$ cat src/rtl/mips_fetch_pkg.sv
// mips_fetch_pkg: shared types and constants for the instruction-fetch stage.
package mips_fetch_pkg;

    typedef enum logic [1:0] {IDLE, WAIT, DONE, ERR} fetch_state_t;

    localparam logic [1:0] PC_SRC_BRANCH = 2'b00;
    localparam logic [1:0] PC_SRC_JUMP   = 2'b01;
    localparam logic [1:0] PC_SRC_JR     = 2'b10;
    localparam logic [1:0] PC_SRC_HOLD   = 2'b11;

    localparam logic [31:0] DEFAULT_RESET_PC = 32'h0000_0000;

endpackage

$ cat src/rtl/pc_next_mux.sv
// pc_next_mux: selects the next PC for branch, jump, jr or hold.
module pc_next_mux
    import mips_fetch_pkg::*;
(
    input  logic [31:0] pc,
    input  logic [31:0] ext_imm,
    input  logic [31:0] jr_target,
    input  logic [1:0]  pc_src,
    output logic [31:0] next_pc
);

    always_comb begin
        next_pc = pc_src == PC_SRC_BRANCH ? pc + ext_imm :
                  pc_src == PC_SRC_JUMP   ? {pc[31:28], ext_imm[27:0]} :
                  pc_src == PC_SRC_JR     ? jr_target : pc;
    end

endmodule

$ cat src/rtl/ir_fetch_unit.sv
// ir_fetch_unit: owns PC and IR, fetches an instruction word from memory with MOC handshake and timeout.
module ir_fetch_unit
    import mips_fetch_pkg::*;
#(
    parameter logic [31:0] RESET_PC = DEFAULT_RESET_PC,
    parameter logic [7:0]  MAX_WAIT = 8'd255
) (
    input  logic        clk,
    input  logic        reset,
    input  logic        fetch_start,
    input  logic        pc_load,
    input  logic [1:0]  pc_src,
    input  logic [31:0] ext_imm,
    input  logic [31:0] jr_target,
    input  logic [31:0] mem_data,
    input  logic        mem_moc,
    output logic        mem_rd,
    output logic [31:0] mem_addr,
    output logic [31:0] ir,
    output logic [31:0] pc,
    output logic        fetch_done,
    output logic        busy,
    output logic        fetch_err
);

    fetch_state_t state_q, state_d;
    logic [31:0]  pc_q, pc_d, ir_q, ir_d, addr_q, addr_d, next_pc;
    logic [7:0]   cnt_q, cnt_d;
    logic         err_q, err_d, rd_q, done_q;

    pc_next_mux u_mux (
        .pc        (pc_q),
        .ext_imm   (ext_imm),
        .jr_target (jr_target),
        .pc_src    (pc_src),
        .next_pc   (next_pc)
    );

    always_comb begin
        state_d = state_q;
        pc_d    = pc_q;
        ir_d    = ir_q;
        addr_d  = addr_q;
        cnt_d   = cnt_q;
        err_d   = err_q;
        case (state_q)
            IDLE: begin
                pc_d = pc_load ? next_pc : pc_q;
                // alignment check and fetch address both use the just-loaded PC
                if (fetch_start) begin
                    state_d = pc_d[1:0] != 2'b00 ? ERR : WAIT;
                    err_d   = pc_d[1:0] != 2'b00;
                    addr_d  = pc_d;
                    cnt_d   = 8'd0;
                end
            end
            WAIT: begin
                if (mem_moc) begin
                    ir_d    = mem_data;
                    pc_d    = pc_q + 32'd4;
                    state_d = DONE;
                end else begin
                    cnt_d   = cnt_q + 8'd1;
                    state_d = cnt_d == MAX_WAIT ? ERR : WAIT;
                    err_d   = cnt_d == MAX_WAIT;
                end
            end
            DONE: begin
                pc_d    = pc_load ? next_pc : pc_q;
                state_d = IDLE;
            end
            default: state_d = ERR;
        endcase
    end

    always_ff @(posedge clk) begin
        if (reset) begin
            state_q <= IDLE;
            pc_q    <= RESET_PC;
            ir_q    <= 32'd0;
            addr_q  <= RESET_PC;
            cnt_q   <= 8'd0;
            err_q   <= 1'b0;
            rd_q    <= 1'b0;
            done_q  <= 1'b0;
        end else begin
            state_q <= state_d;
            pc_q    <= pc_d;
            ir_q    <= ir_d;
            addr_q  <= addr_d;
            cnt_q   <= cnt_d;
            err_q   <= err_d;
            rd_q    <= state_d == WAIT;
            done_q  <= state_d == DONE;
        end
    end

    assign mem_rd     = rd_q;
    assign mem_addr   = addr_q;
    assign ir         = ir_q;
    assign pc         = pc_q;
    assign fetch_done = done_q;
    assign busy       = state_q != IDLE;
    assign fetch_err  = err_q;

endmodule
$ cat config.mk
export PLATFORM = sky130hd
export DESIGN_NAME = ir_fetch_unit
export DESIGN_NICKNAME = d
export VERILOG_FILES = /design/src/rtl/mips_fetch_pkg.sv /design/src/rtl/pc_next_mux.sv /design/src/rtl/ir_fetch_unit.sv
export SDC_FILE = /design/constraint.sdc
export NUM_CORES = 1
export LEC_CHECK = 0
export ABC_AREA = 1
export BUFFER_PORTS_ARGS = -buffer_cell sky130_fd_sc_hd__clkbuf_2
export CAP_MARGIN = 20
export CORE_UTILIZATION = 45
export DETAILED_ROUTE_END_ITERATION = 12
export PLACE_DENSITY = 0.72
export SLEW_MARGIN = 30
export SYNTH_ARGS = -nofsm -noshare
export SYNTH_HDL_FRONTEND = slang
export SYNTH_SLANG_ARGS = --single-unit
$ cat constraint.sdc
create_clock -name clk -period 2.1 [get_ports clk]
set_input_delay 0.21 -clock clk [delete_from_list [all_inputs] [get_ports clk]]
set_output_delay 0.21 -clock clk [all_outputs]
set_load 0.1 [all_outputs]
==> flow_metrics.py, run 1 <==
metrics = {
    "yosys": {
        "yosysWarningCount": 0,
        "ys_types": 46,
        "synth_top_area_cell": "dfxtp_1",
        "netlist.area_leader.share": 0.264,
        "syn_avg_cell_area_um2": 5.92,
        "yosys-top-cells-area": "dfxtp_1, nand2_1, a21oi_1",
        "syn_nets": 1537,
        "synth_seq_area_share": 0.264,
        "synthFlopType": "dfxtp_1",
        "async_flop_share": 0,
        "syn_inst": 1399,
        "syn_area_um2": 8280,
        "synth_edf_count": 0,
        "ys_ff_latch": 109,
    },
    "routing": {
        "drtAntennaViolNets": 0,
        "vias_per_cell": 5.40,
        "drt_wl_total_um": 33200,
        "drc": 0,
        "wire_per_inst_um": 17.0,
        "vias": 10600,
        "drtIter0Drc": 903,
        "first_pass_iters": 5,
    },
    "power": {
        "leakagePower_uw": 0.00591,
        "total_power_uw": 9770,
        "power_density_nw_per_um2": 808,
        "ir_drop_v": 0.000828,
    },
    "place": {
        "pre_cts_slack_ns": -0.119,
        "place.detailed.hpwl_um": 25300,
        "portBuffers": 202,
        "gp_congestion": 0.953,
    },
    "timing": {
        "period_share": 1.02,
        "min_period_ns": 2.15,
        "finClkSkew_ns": 0.0124,
        "tns_ns": -0.122,
        "final-hold-violation-count": 0,
        "tightest_slew_ns": 0.626,
        "setup_slack_ns": -0.0451,
        "max_slew_margin": 0.582,
        "rsz0062_at_grt": "yes",
        "slew_viol_final": 0,
        "setup_viol": 5,
        "holdWs_ns": 0.0481,
        "max_freq_mhz": 466,
    },
    "floorplan": {
        "die_height_um": 138,
        "dieArea_um2": 18900,
        "fp.dieW_um": 138,
        "ios": 203,
        "start_util": 0.459,
        "design.core.area_um2": 18000,
        "num_rows": 49,
    },
    "grt": {
        "gr-total-overflow": 0,
        "grt_pass1_wl_um": 49400,
        "grt_use_total": 0.344,
        "antenna_found_initial": 0,
        "grt_pass1_vias": 9353,
        "grt_max_degree": 40,
    },
    "clock_network": {
        "cts_sinks": 109,
        "cts_max_level": 3,
        "cts_buffers": 9,
        "cts_hold_buf": 0,
        "cts-root-buf": "clkbuf_16",
        "clk_pin_slew_ns": 0.09,
        "cts_max_path_buffers": 2,
        "clkLatencyLatePin_ns": 0.38,
        "cts_tree": "done",
    },
    "setup_path": {
        "worstPathArrival_ns": 2.38,
        "end_kind": "flip-flop",
        "start_kind": "flip-flop",
        "cp_max_fo": 4,
        "critPathRequiredTime_ns": 2.34,
        "crit_type": "reg -> reg",
    },
    "finish": {
        "diodes": 0,
        "final_util": 0.671,
        "drive_above_1_share": 0.376,
        "final_nets": 1858,
        "area_growth_pct": 46.1,
    },
    "flow_run": {
        "drv_cap": 0,
    },
    "status": {
        "violations": "negative setup slack",
        "status": "finished with violations",
    },
    "min_path": {
        "hold_path_class": "in -> reg",
    },
}
==> Yosys cell counts (4+ instances only) <==
master    instances
xor2_1           15
o21bai_1          4
o21ai_0          84
ha_1             34
nand3_1          81
nor4_1            5
a221oi_1          5
o22ai_1           4
nor3_1           20
or2_2             6
nor2_4            6
inv_2             4
a21oi_1         150
nand3b_1          5
nor2_1          115
nand2_2           4
buf_2            13
nand4_1          10
dfxtp_1         109
inv_1           173
a211oi_1          7
o221ai_1         16
clkbuf_1         36
a31oi_1           4
nand2_1         448
==> sequential cells by signal, summed over array words and instances, names as in the netlist <==
| register | cells |
|---|---|
| fetch_done | 1 |
| cnt_q | 8 |
| mem_addr | 32 |
| fetch_err | 1 |
| ir | 32 |
| pc | 32 |
| mem_rd | 1 |
| state_q | 2 |
==> cell usage in the layout (no fill, tap or decap), types with 9 or more instances in the layout <==
cell type and instances:
nor2_2 19, o21ai_0 65, a21oi_2 32, o21ai_2 10
o221ai_1 14, inv_1 165, clkbuf_16 9, a21oi_1 115
nand3_2 26, buf_4 158, nor3_1 16, nor2_4 10
xor2_1 15, nand2_2 60, dfxtp_4 27, dfxtp_1 78
ha_4 27, o21ai_1 12, nor2_1 94, nand4_1 10
clkbuf_2 201, nand3_1 56, inv_2 12, nand2_1 380
nand2_4 12
==> cells by family (layout without fill, tap and decap cells) <==
group / Yosys count / in the layout / synth area share
adders and majority gates: 35 / 35 / 0.0538
AOI/OAI and AO/OA: 291 / 291 / 0.195
DFF: 109 / 109 / 0.264
xor gates and xnor gates: 18 / 18 / 0.0190
buffers and inverters: 235 / 561 / 0.110
and+or+nand+nor: 711 / 711 / 0.359
==> timing repair <==
action                     4_1_cts  5_1_grt
gates resized for setup         54      181
cloned                           0        0
pin swaps                       13       74
buffers inserted                 3       14
setup endpoints to repair       35       56
hold endpoints to repair         0        0
==> area by class of cell <==
class | instances | area (um^2)
repair buffers | 366 | 2290
flip-flops and latches | 109 | 2290
fillers | 1686 | 5930
inverters | 179 | 673
clock inverters | 7 | 96.3
multi-input cells | 1055 | 6230
well taps | 229 | 287
clock buffers | 9 | 225
==> worst max-delay path: stages, from the launching register on <==
cell     delay, ns
dfxtp_4       0.36
ha_4          0.13
inv_2         0.04
fa_2          0.36
inv_2         0.09
nand4_1       0.11
nand2_2       0.15
nand2_2       0.08
nand2_4       0.10
nand2_1       0.08
nand3_1       0.07
nand2_1       0.05
nand3_1       0.08
nand2_1       0.07
nand2_2       0.08
nand2_1       0.05
nand2_1       0.05
a21oi_1       0.06
==> per-stage QoR <==
| step | instance area, um^2 | std cells |
|---|---|---|
| after floorplan | 8500 | 1399 |
| after global placement | 10700 | 1921 |
| after detailed placement | 10700 | 1921 |
| after CTS | 11300 | 1940 |
| after global routing | 12100 | 1954 |
| final | 12100 | 1954 |
==> worst paths after layout <==
check              start  endpoint  slack [ns]  cells past startpoint
max                pc[0]    pc[26]       -0.05                     17
max reg2reg        pc[0]    pc[26]       -0.05                     17
min          mem_data[2]     ir[2]        0.05                      3
min reg2reg       ir[19]    ir[19]        0.47                      2
==> power by group <==
part           leakage, uW  total [uW]  switching, uW  internal, uW
registers         0.000914        2520            205          2310
clock network     0.000156        1860            979           879
logic              0.00485        5400           3750          1650
==> routing by layer <==
layer	vias to the layer above	wire [um]	track usage
met1	4775	13500	0.432
met2	476	15200	0.551
met5	-	0	0
met4	0	1950	0.194
li1	5190	-	-
met3	112	2470	0.0640
(Power assumes the default switching activity.)
==> inputs of run 2 (changes only) <==
--- a/config.mk
+++ b/config.mk
@@ -10,7 +10,7 @@
 export CAP_MARGIN = 20
 export CORE_UTILIZATION = 45
 export DETAILED_ROUTE_END_ITERATION = 12
-export PLACE_DENSITY = 0.72
+export PLACE_DENSITY = 0.69
 export SLEW_MARGIN = 30
 export SYNTH_ARGS = -nofsm -noshare
 export SYNTH_HDL_FRONTEND = slang
==> constraint.sdc (replaced) <==
create_clock -name clk -period 2.7 [get_ports clk]
set_input_delay 0.27 -clock clk [delete_from_list [all_inputs] [get_ports clk]]
set_output_delay 0.27 -clock clk [all_outputs]
set_load 0.1 [all_outputs]
==> run 2 against run 1 <==
Against the previous run: the run now ends clean; die area is the same; non-clock buffer count shrank 112; critical endpoint is now mem_addr[22]; largest cell class unchanged; via count shrank 5.8%; critical path type unchanged.
==> flow_metrics.py, run 2 (synthesized netlist as in run 1, its figures left out) <==
metrics = {
    "routing": {
        "first_pass_iters": 5,
        "drc": 0,
        "wl_met3_um": 2320,
        "drtAntennaViolNets": 0,
        "drt_wl_total_um": 30600,
        "vias_per_cell": 5.40,
        "vias": 9944,
        "wl_met1_um": 13100,
        "drtIter0Drc": 777,
        "top_layer": "met4",
        "wl_met2_um": 13800,
        "wire_per_inst_um": 16.6,
    },
    "finish": {
        "final_nets": 1746,
        "nFillCells": 1895,
        "mostFrequentLayoutCell": "nand2_1",
        "final_util": 0.558,
        "diodes": 0,
        "drive_above_1_share": 0.192,
        "final_cell_mix": "nand2_1, clkbuf_2, inv_1",
        "area_growth_pct": 21.4,
        "finish.instance_area_um2": 10100,
    },
    "timing": {
        "final-hold-violation-count": 0,
        "rsz0062_at_grt": "no",
        "tightest_slew_ns": 0.738,
        "setup_viol": 0,
        "slew_viol_final": 0,
        "finClkSkew_ns": 0.00896,
        "min_period_ns": 2.50,
        "max_freq_mhz": 400,
        "max_slew_margin": 0.508,
        "period_share": 0.926,
    },
    "grt": {
        "gr-total-overflow": 0,
        "grt_use_total": 0.324,
        "grt_pass1_wl_um": 46900,
        "grt_pass1_vias": 8961,
        "grt_max_degree": 65,
        "antenna_found_initial": 0,
    },
    "power": {
        "ir_drop_v": 0.000482,
        "total_power_uw": 6650,
        "power_density_nw_per_um2": 662,
        "leakagePower_uw": 0.00518,
    },
    "place": {
        "portBuffers": 202,
        "postPlaceCellArea_um2": 9740,
        "gp_congestion": 0.972,
        "place.detailed.hpwl_um": 23900,
    },
    "clock_network": {
        "cts_sinks": 109,
        "clkLatencyLatePin_ns": 0.35,
        "cts-root-buf": "clkbuf_16",
        "clk_pin_slew_ns": 0.08,
        "cts_max_level": 3,
        "cts_max_path_buffers": 2,
        "post-cts-setup-buffers": 0,
        "cts_tree": "done",
        "cts_buffers": 9,
    },
    "setup_path": {
        "start_kind": "flip-flop",
        "worstPathArrival_ns": 2.73,
        "end_kind": "flip-flop",
        "cp_max_fo": 4,
        "crit_type": "reg -> reg",
        "critPathRequiredTime_ns": 2.93,
        "reg2regPathDepth": 15,
    },
    "floorplan": {
        "design.core.area_um2": 18000,
        "ios": 203,
        "num_rows": 49,
        "fp.dieW_um": 138,
        "start_util": 0.459,
        "dieArea_um2": 18900,
        "die_height_um": 138,
    },
    "status": {
        "status": "completed",
    },
    "min_path": {
        "hold_path_class": "in -> reg",
        "worstHoldPathCells": 3,
    },
    "flow_run": {
        "drv_cap": 0,
    },
}
[run 2: final timing paths]
| check | startpoint | slack (ns) | endpoint |
|---|---|---|---|
| worst min register to register | ir[24] | 0.47 | ir[24] |
| worst max-delay path | pc[0] | 0.20 | mem_addr[22] |
| worst max register to register | pc[0] | 0.20 | mem_addr[22] |
| worst min-delay path | mem_data[14] | 0.13 | ir[14] |
[run 2: layout make-up]
cell class / count / area (um^2) / share of cell area
Timing Repair Buffer: 254 / 1400 / 0.139
Clock buffer: 9 / 225 / 0.0224
Sequential cell: 109 / 2190 / 0.218
Multi-Input combinational cell: 1055 / 5200 / 0.517
Tap cell: 229 / 287 / 0.0285
Inverter: 179 / 673 / 0.0670
Clock inverter: 7 / 78.8 / 0.00784
[run 2: per-layer routing]
metal / global-route usage / vias to the layer above
met5: 0 / -
met4: 0.153 / 0
met3: 0.0478 / 74
met2: 0.528 / 457
met1: 0.417 / 4458
li1: - / 4955
[run 2: report_power, final]
part / switching (uW) / internal, uW
Combinational: 2590 / 801
Clock: 682 / 658
Sequential: 142 / 1780
[run 2: timing repair]
item	CTS	global route
endpoints found under the setup margin	0	5
resized for setup	0	5
hold buffers	0	0
[run 2: stage by stage]
step	hold slack [ns]	setup WS (ns)	TNS, ns	std cells
2_1_floorplan	0.415	-0.0152	-0.0152	1399
3_3_place_gp	0.451	0.277	0	1826
3_5_place_dp	0.454	0.234	0	1826
4_1_cts	0.125	0.195	0	1842
5_1_grt	0.127	0.0154	0	1842
6_report	0.129	0.200	0	1842
[run 2: critical path: stages (launching register included)]
cell,delay [ns]
dfxtp_2,0.37
ha_1,0.21
inv_1,0.07
fa_1,0.37
inv_1,0.10
nand4_1,0.11
nand2_1,0.15
nand2_1,0.06
nand2_1,0.18
nand2_1,0.10
nand2_1,0.08
nand2_1,0.05
nand3_1,0.08
nand3_1,0.10
o21ai_0,0.22
a21oi_1,0.11
